[src/rtl/cla_seq_add64.sv]
// rtl/cla_seq_add64.sv - Sequential WIDTH-bit add/subtract built on one shared SLICE-bit lookahead slice.
// Processes one slice per clock, LSB slice first, with the slice carry held in carry_q.
module cla_seq_add64 #(
    parameter int WIDTH = 64,
    parameter int SLICE = 16
) (
    input  logic             clk,
    input  logic             rst,
    input  logic             in_valid,
    output logic             in_ready,
    input  logic [WIDTH-1:0] a,
    input  logic [WIDTH-1:0] b,
    input  logic             cin,
    input  logic             sub,
    output logic             out_valid,
    input  logic             out_ready,
    output logic [WIDTH-1:0] sum,
    output logic             cout,
    output logic             ovf,
    output logic             busy
);
    localparam int N  = WIDTH / SLICE;
    localparam int IW = (N > 1) ? $clog2(N) : 1;
    localparam int NG = SLICE / 4;

    typedef enum logic [1:0] {IDLE = 2'd0, RUN = 2'd1, DONE = 2'd2} state_t;

    state_t           state_q, state_d;
    logic [WIDTH-1:0] a_q, a_d, b_q, b_d, sum_q, sum_d;
    logic             carry_q, carry_d, cout_q, cout_d, ovf_q, ovf_d;
    logic [IW-1:0]    idx_q, idx_d;

    logic [SLICE-1:0] seg_a, seg_b, seg_g, seg_p, seg_s, bit_c, grp_p_ext;
    logic [NG-1:0]    grp_g, grp_p;
    logic [NG:0]      grp_c;

    // AND of v[lo..hi]; an empty range yields 1 so it can seed lookahead product terms.
    function automatic logic and_range(input logic [SLICE-1:0] v, input int lo, input int hi);
        logic r;
        r = 1'b1;
        for (int i = lo; i <= hi; i++) r = r & v[i];
        return r;
    endfunction

    always_comb begin
        seg_a     = a_q[idx_q*SLICE +: SLICE];
        seg_b     = b_q[idx_q*SLICE +: SLICE];
        seg_g     = seg_a & seg_b;
        seg_p     = seg_a ^ seg_b;
        grp_g     = '0;
        grp_p     = '0;
        grp_c     = '0;
        bit_c     = '0;
        for (int j = 0; j < NG; j++) begin
            grp_p[j] = and_range(seg_p, 4*j, 4*j+3);
            for (int k = 0; k < 4; k++)
                grp_g[j] = grp_g[j] | (seg_g[4*j+k] & and_range(seg_p, 4*j+k+1, 4*j+3));
        end
        grp_p_ext = SLICE'(grp_p);
        // Every group carry is a flat sum of products over group G/P terms.
        grp_c[0] = carry_q;
        for (int j = 1; j <= NG; j++) begin
            grp_c[j] = carry_q & and_range(grp_p_ext, 0, j-1);
            for (int k = 0; k < j; k++)
                grp_c[j] = grp_c[j] | (grp_g[k] & and_range(grp_p_ext, k+1, j-1));
        end
        for (int i = 0; i < SLICE; i++) begin
            bit_c[i] = grp_c[i/4] & and_range(seg_p, (i/4)*4, i-1);
            for (int m = (i/4)*4; m < i; m++)
                bit_c[i] = bit_c[i] | (seg_g[m] & and_range(seg_p, m+1, i-1));
        end
        seg_s = seg_p ^ bit_c;
    end

    always_comb begin
        state_d = state_q;
        a_d     = a_q;
        b_d     = b_q;
        sum_d   = sum_q;
        carry_d = carry_q;
        cout_d  = cout_q;
        ovf_d   = ovf_q;
        idx_d   = idx_q;
        case (state_q)
            IDLE: begin
                if (in_valid) begin
                    a_d     = a;
                    b_d     = sub ? ~b : b;
                    carry_d = sub ? 1'b1 : cin;
                    idx_d   = '0;
                    state_d = RUN;
                end
            end
            RUN: begin
                sum_d[idx_q*SLICE +: SLICE] = seg_s;
                carry_d = grp_c[NG];
                idx_d   = idx_q + IW'(1);
                if (idx_q == IW'(N-1)) begin
                    cout_d  = grp_c[NG];
                    ovf_d   = (a_q[WIDTH-1] == b_q[WIDTH-1]) & (seg_s[SLICE-1] != a_q[WIDTH-1]);
                    state_d = DONE;
                end
            end
            DONE: begin
                if (out_ready) state_d = IDLE;
            end
            default: state_d = IDLE;
        endcase
    end

    always_ff @(posedge clk) begin
        if (rst) begin
            state_q <= IDLE;
            a_q     <= '0;
            b_q     <= '0;
            sum_q   <= '0;
            carry_q <= 1'b0;
            cout_q  <= 1'b0;
            ovf_q   <= 1'b0;
            idx_q   <= '0;
        end else begin
            state_q <= state_d;
            a_q     <= a_d;
            b_q     <= b_d;
            sum_q   <= sum_d;
            carry_q <= carry_d;
            cout_q  <= cout_d;
            ovf_q   <= ovf_d;
            idx_q   <= idx_d;
        end
    end

    assign in_ready  = (state_q == IDLE);
    assign out_valid = (state_q == DONE);
    assign busy      = (state_q != IDLE);
    assign sum       = sum_q;
    assign cout      = cout_q;
    assign ovf       = ovf_q;
endmodule

[config.mk]
export PLATFORM = sky130hd
export DESIGN_NAME = cla_seq_add64
export DESIGN_NICKNAME = d
export VERILOG_FILES = /design/src/rtl/cla_seq_add64.sv
export SDC_FILE = /design/constraint.sdc
export NUM_CORES = 1
export LEC_CHECK = 0
export BUFFER_PORTS_ARGS = -buffer_cell sky130_fd_sc_hd__buf_2
export CORE_UTILIZATION = 49
export CTS_CLUSTER_SIZE = 28
export DETAILED_ROUTE_END_ITERATION = 10
export GPL_TIMING_DRIVEN = 0
export PLACE_DENSITY_LB_ADDON = 0.12
export SETUP_SLACK_MARGIN = 0.4
export SKIP_LAST_GASP = 1
export SYNTH_ARGS = -nofsm -noshare
export SYNTH_HDL_FRONTEND = slang
export SYNTH_SLANG_ARGS = --single-unit
[constraint.sdc]
create_clock -name clk -period 3.52 [get_ports clk]
set_input_delay 0.528 -clock clk [delete_from_list [all_inputs] [get_ports clk]]
set_output_delay 0.528 -clock clk [all_outputs]
set_load 0.01 [all_outputs]
# Word-level counts from Yosys, hierarchy flattened
# Cells that the tools add are included.
# word_totals
elab_cells	167
regBits	199
output_inout_bits	69
input_bits	134
# op_classes
reduce_logical	7
n_mux	11
add_sub_neg	2
eq_ne	8
shift	4
n_bitwise	127
# op_table
cell	count
64-bit by 7-bit indexed part select with 16-bit output	2
1-bit AND	77
64-bit bitwise mux	1
64-bit 2-to-1 mux	1
64-bit inverter	1
16-bit by 34-bit variable shift with 64-bit output (first input constant)	1
16-bit by 34-bit indexed part select with 64-bit output	1
1-bit OR	46
6-bit negator with 34-bit output	1
16-bit bitwise XOR	2
16-bit AND	1
2-bit 2-to-1 mux	4
2-bit case mux with 3 select lines	1
2-bit AND reduction	3
2-bit == test (second input constant)	2
2-bit inequality test (second input constant)	2
2-bit case mux with 2 select lines	1
2-bit nonzero test	2
3-bit AND reduction	1
2-bit by 1-bit adder with 2-bit output (second input constant)	1
2-bit by 1-bit == test with 1-bit output (second input constant)	1
2-bit zero test	1
1-bit 2-to-1 mux	2
2-bit by 1-bit inequality test with 1-bit output (second input constant)	1
other kinds (3)	3

# Logic depth before layout (Yosys ltp)
# logic_depth
ltp_word	19
mapped_depth	12
ltp_nobuf	10

# Worst setup path after synthesis
# OpenSTA, ideal clock, no wires.
# synth_timing
kind	reg-to-reg
from	reg idx_q[0]
to	reg ovf_q (netlist: ovf)
t_arrival_ns	3.780
setup_time_ns	0.088
period_less_slack_ns	3.868
slack_ns	-0.348
required_ns	3.432
stages_incl_launch_ff	13
n_path_buf	3
cell_sequence	dfxtp_1 -> clkbuf_1 -> buf_1 -> mux4_2 -> ha_1 -> o21ai_0 -> o21ai_2 -> a21oi_4 -> inv_2 -> or4_1 -> buf_2 -> a31o_1 -> a311oi_2
# synth_via
elab_chain_len	19
elab_cells_between_ends	63
cone_classes	eq/ne (2); shift (2); bitwise (58); reduce/logical (1)
# synth_lines
item	line_no	text
start, declared	31	logic [IW-1:0] idx_q, idx_d;
start signal, assigned	129	idx_q <= idx_d;
64-bit by 7-bit indexed part select with 16-bit output, on equally long branches	46, 47	
16-bit bitwise XOR	49	seg_p = seg_a ^ seg_b;
1-bit AND (2 in series)	41	for (int i = lo; i <= hi; i++) r = r & v[i];
1-bit AND	57	grp_g[j] = grp_g[j] | (seg_g[4*j+k] & and_range(seg_p, 4*j+k+1, 4*j+3));
1-bit OR (3 in series)	57	
1-bit AND	65	grp_c[j] = grp_c[j] | (grp_g[k] & and_range(grp_p_ext, k+1, j-1));
1-bit OR (3 in series)	65	
1-bit AND	68	bit_c[i] = grp_c[i/4] & and_range(seg_p, (i/4)*4, i-1);
1-bit OR (3 in series)	70	bit_c[i] = bit_c[i] | (seg_g[m] & and_range(seg_p, m+1, i-1));
16-bit bitwise XOR	72	seg_s = seg_p ^ bit_c;
1-bit inequality test	100	ovf_d = (a_q[WIDTH-1] == b_q[WIDTH-1]) & (seg_s[SLICE-1] != a_q[WIDTH-1]);
1-bit AND	100	
end signal, assigned	128	ovf_q <= ovf_d;
end, declared	30	logic carry_q, carry_d, cout_q, cout_d, ovf_q, ovf_d;
# Parallel ways exist; a longest one is shown, timed or not.
# A chain may end at the register's enable or synchronous reset.

# Worst setup path after layout
# Ends and elaborated chain as after synthesis.

==> metrics.txt <==
post-synthesis sequential area ratio 44.8%; post-layout min period 3200 ps; largest net degree at the start of global routing 20; max-slew violations 0; Util after Layout 65.7%; PD cells 473 nW/um^2; commonest non-fill, non-tap cell in the layout buf_2; chip width 137 um; initial antenna violation count 0; First-pass DRT Iterations 4; CP Class flip-flop to flip-flop; switching power 0.00160 W; Synth Instances 964; gpl congestion 0.857; Synthesized Nets 1124; placed cell count 1390; crit path DAT 3550 ps; CTS tree done; combinational fraction of design power 18.6%; Avg Vias per Cell 5.61; Sw Ratio 29.3%; first-pass GRT wire length 40.4 mm; Slew @ Worst Pin 857 ps; die height 137 um; Clk pwr share 36.5%; Peak Freq 313 MHz; DR WL/cell 19.0 um; Post-synth top flop dfxtp_1; share of cells above drive strength 1 28.9%; Netlist Area Pre-Place 8890 sq um; Critical Path RT 3880 ps; H-tree lvl count 4; clk buf depth 2; worst-path fanout max 6; I/O Buffers 201; fin crit share 90.8%; Hold WC Path Type primary input to flip-flop; Distinct cells, synth 49; CP Capture Type flip-flop; clock sinks 199; number of synthesized flops with an enable pin 0; status completed; RSZ-0062 raised after global routing true; final antenna-violating net count 0; Core ar. 17500 sq um; Num CTS Buffers 17; warnings from Yosys 0; cts hold-fix bufs 0; # DRC 0; Initial Util 50.7%; Clk pin slew, worst setup/hold paths 80 ps; final std cells w/o fill 1448; leakage 4.52 nW; setup TNS 0 ps; Root Driver clkbuf_16; sequential share of power 44.8%; commonest cells after routing, fill and taps aside buf_2, dfxtp_1, nand2_1; #FFs+latches synth 199; ys async rst share 0%; Site Rows 48; Pint 0.00385 W; average cell area after synthesis 9.23 sq um; Final Hold Viols 0; starting DRC count in detailed routing 689; Routed WL 27.5 mm; Antenna diodes 0; Power, Total 0.00544 W; slew margin rel. 42.3%; Setup crit start kind flip-flop; worst clock skew 12.2 ps; area delta synth->final 29.5%; vias in the first global route 7323; die area 18700 sq um; All-Layer GR Usage 29.4%; Worst-Skew Late Latency 450 ps; grt total ovfl 0; Setup Viol. Count Final 0; VDD IR max 382 uV; routed via count 8128; Ports 203; fin nets 1370; HPWL Detailed 20.2 mm; max_cap viols 0
cell families after synthesis:
kind of cell             after synthesis  share of synthesized area [%]
AND/OR/NAND/NOR                      308                           14.5
XOR/XNOR                              73                           7.19
buffers and inverters                 88                           3.76
multiplexers                          32                           8.10
AO/OA/AOI/OAI                        238                           17.7
adder cells (fa/ha/maj)               26                           4.00
flip-flops                           199                           44.8
layer usage:
metal	routed length, um	track usage (%)	vias to the layer above	part of all wire [%]
li1	-	-	3881	-
met1	12100	39.6	3876	44
met2	13100	47.4	330	48
met3	1630	4.93	41	5.9
met4	676	10.9	0	2.5
met5	0	0	-	0
flip-flops by register name (all words and copies together) (netlist names):
name and flops:
a_q 64, cout 1, sum 64, ovf 1, carry_q 1, state_q 2
b_q 64, idx_q 2
metrics by stage:
stage | setup slack, ps | area [sq um] | hold WS [ps]
final | 323 | 11500 | 309
after global placement | -74.8 | 10300 | 440
after floorplan | 414 | 8990 | 433
after detailed placement | -103 | 10300 | 444
after CTS | 330 | 11300 | 310
after global routing | 254 | 11500 | 305
synthesized netlist by cell type, types with 18 or more instances:
master | instances | area (sq um)
nand2_1 | 145 | 544
a22oi_1 | 41 | 308
xnor2_1 | 69 | 604
a211oi_1 | 67 | 503
o21ai_0 | 25 | 125
dfxtp_1 | 199 | 3980
ha_1 | 22 | 275
clkbuf_1 | 63 | 236
mux4_2 | 32 | 721
a21oi_1 | 78 | 390
nand3b_1 | 18 | 135
nor2_1 | 120 | 450
layout make-up:
class / instances / area [sq um]
flip-flops and latches: 199 / 3990
clock inverters: 14 / 159
well taps: 225 / 282
multi-input cells: 677 / 4930
repair buffers: 227 / 1280
plain buffers: 75 / 387
clock buffers: 18 / 439
fillers: 1510 / 6020
inverters: 13 / 48.8
what timing repair did:
item,CTS,global route
pin swaps,15,27
setup endpoints to repair,59,41
cloned,2,0
gates resized for setup,42,26
setup buffers,18,6
worst max-delay path, stage by stage, from the launching register on:
cell and delay, ps:
dfxtp_4 360, clkbuf_16 160, buf_12 120, buf_12 120, mux4_2 560, ha_4 290
a21oi_4 160, o21ai_4 90, a21oi_4 190, inv_2 80, or4_4 430, buf_6 130
a31o_1 170, a311oi_2 240
power groups by stage:
stage	Clock [W]	Combinational, W	Sequential, W
after CTS	0.00199	0.000962	0.00244
final	0.00199	0.00101	0.00244
after global placement	0	0.000844	0.00249
after floorplan	0	0.000559	0.00246
after detailed placement	0	0.000857	0.00249
after global routing	0.00211	0.00109	0.00245
path summary, 6_finish.rpt:
check | start | to | slack [ps] | cells after the start
max | idx_q[0] | ovf | 320 | 13
min | a[39] | a_q[39] | 310 | 3
max reg2reg | idx_q[0] | ovf | 320 | 13
min reg2reg | a_q[34] | a_q[34] | 450 | 2
No activity file was read; power rests on OpenSTA's default activity.
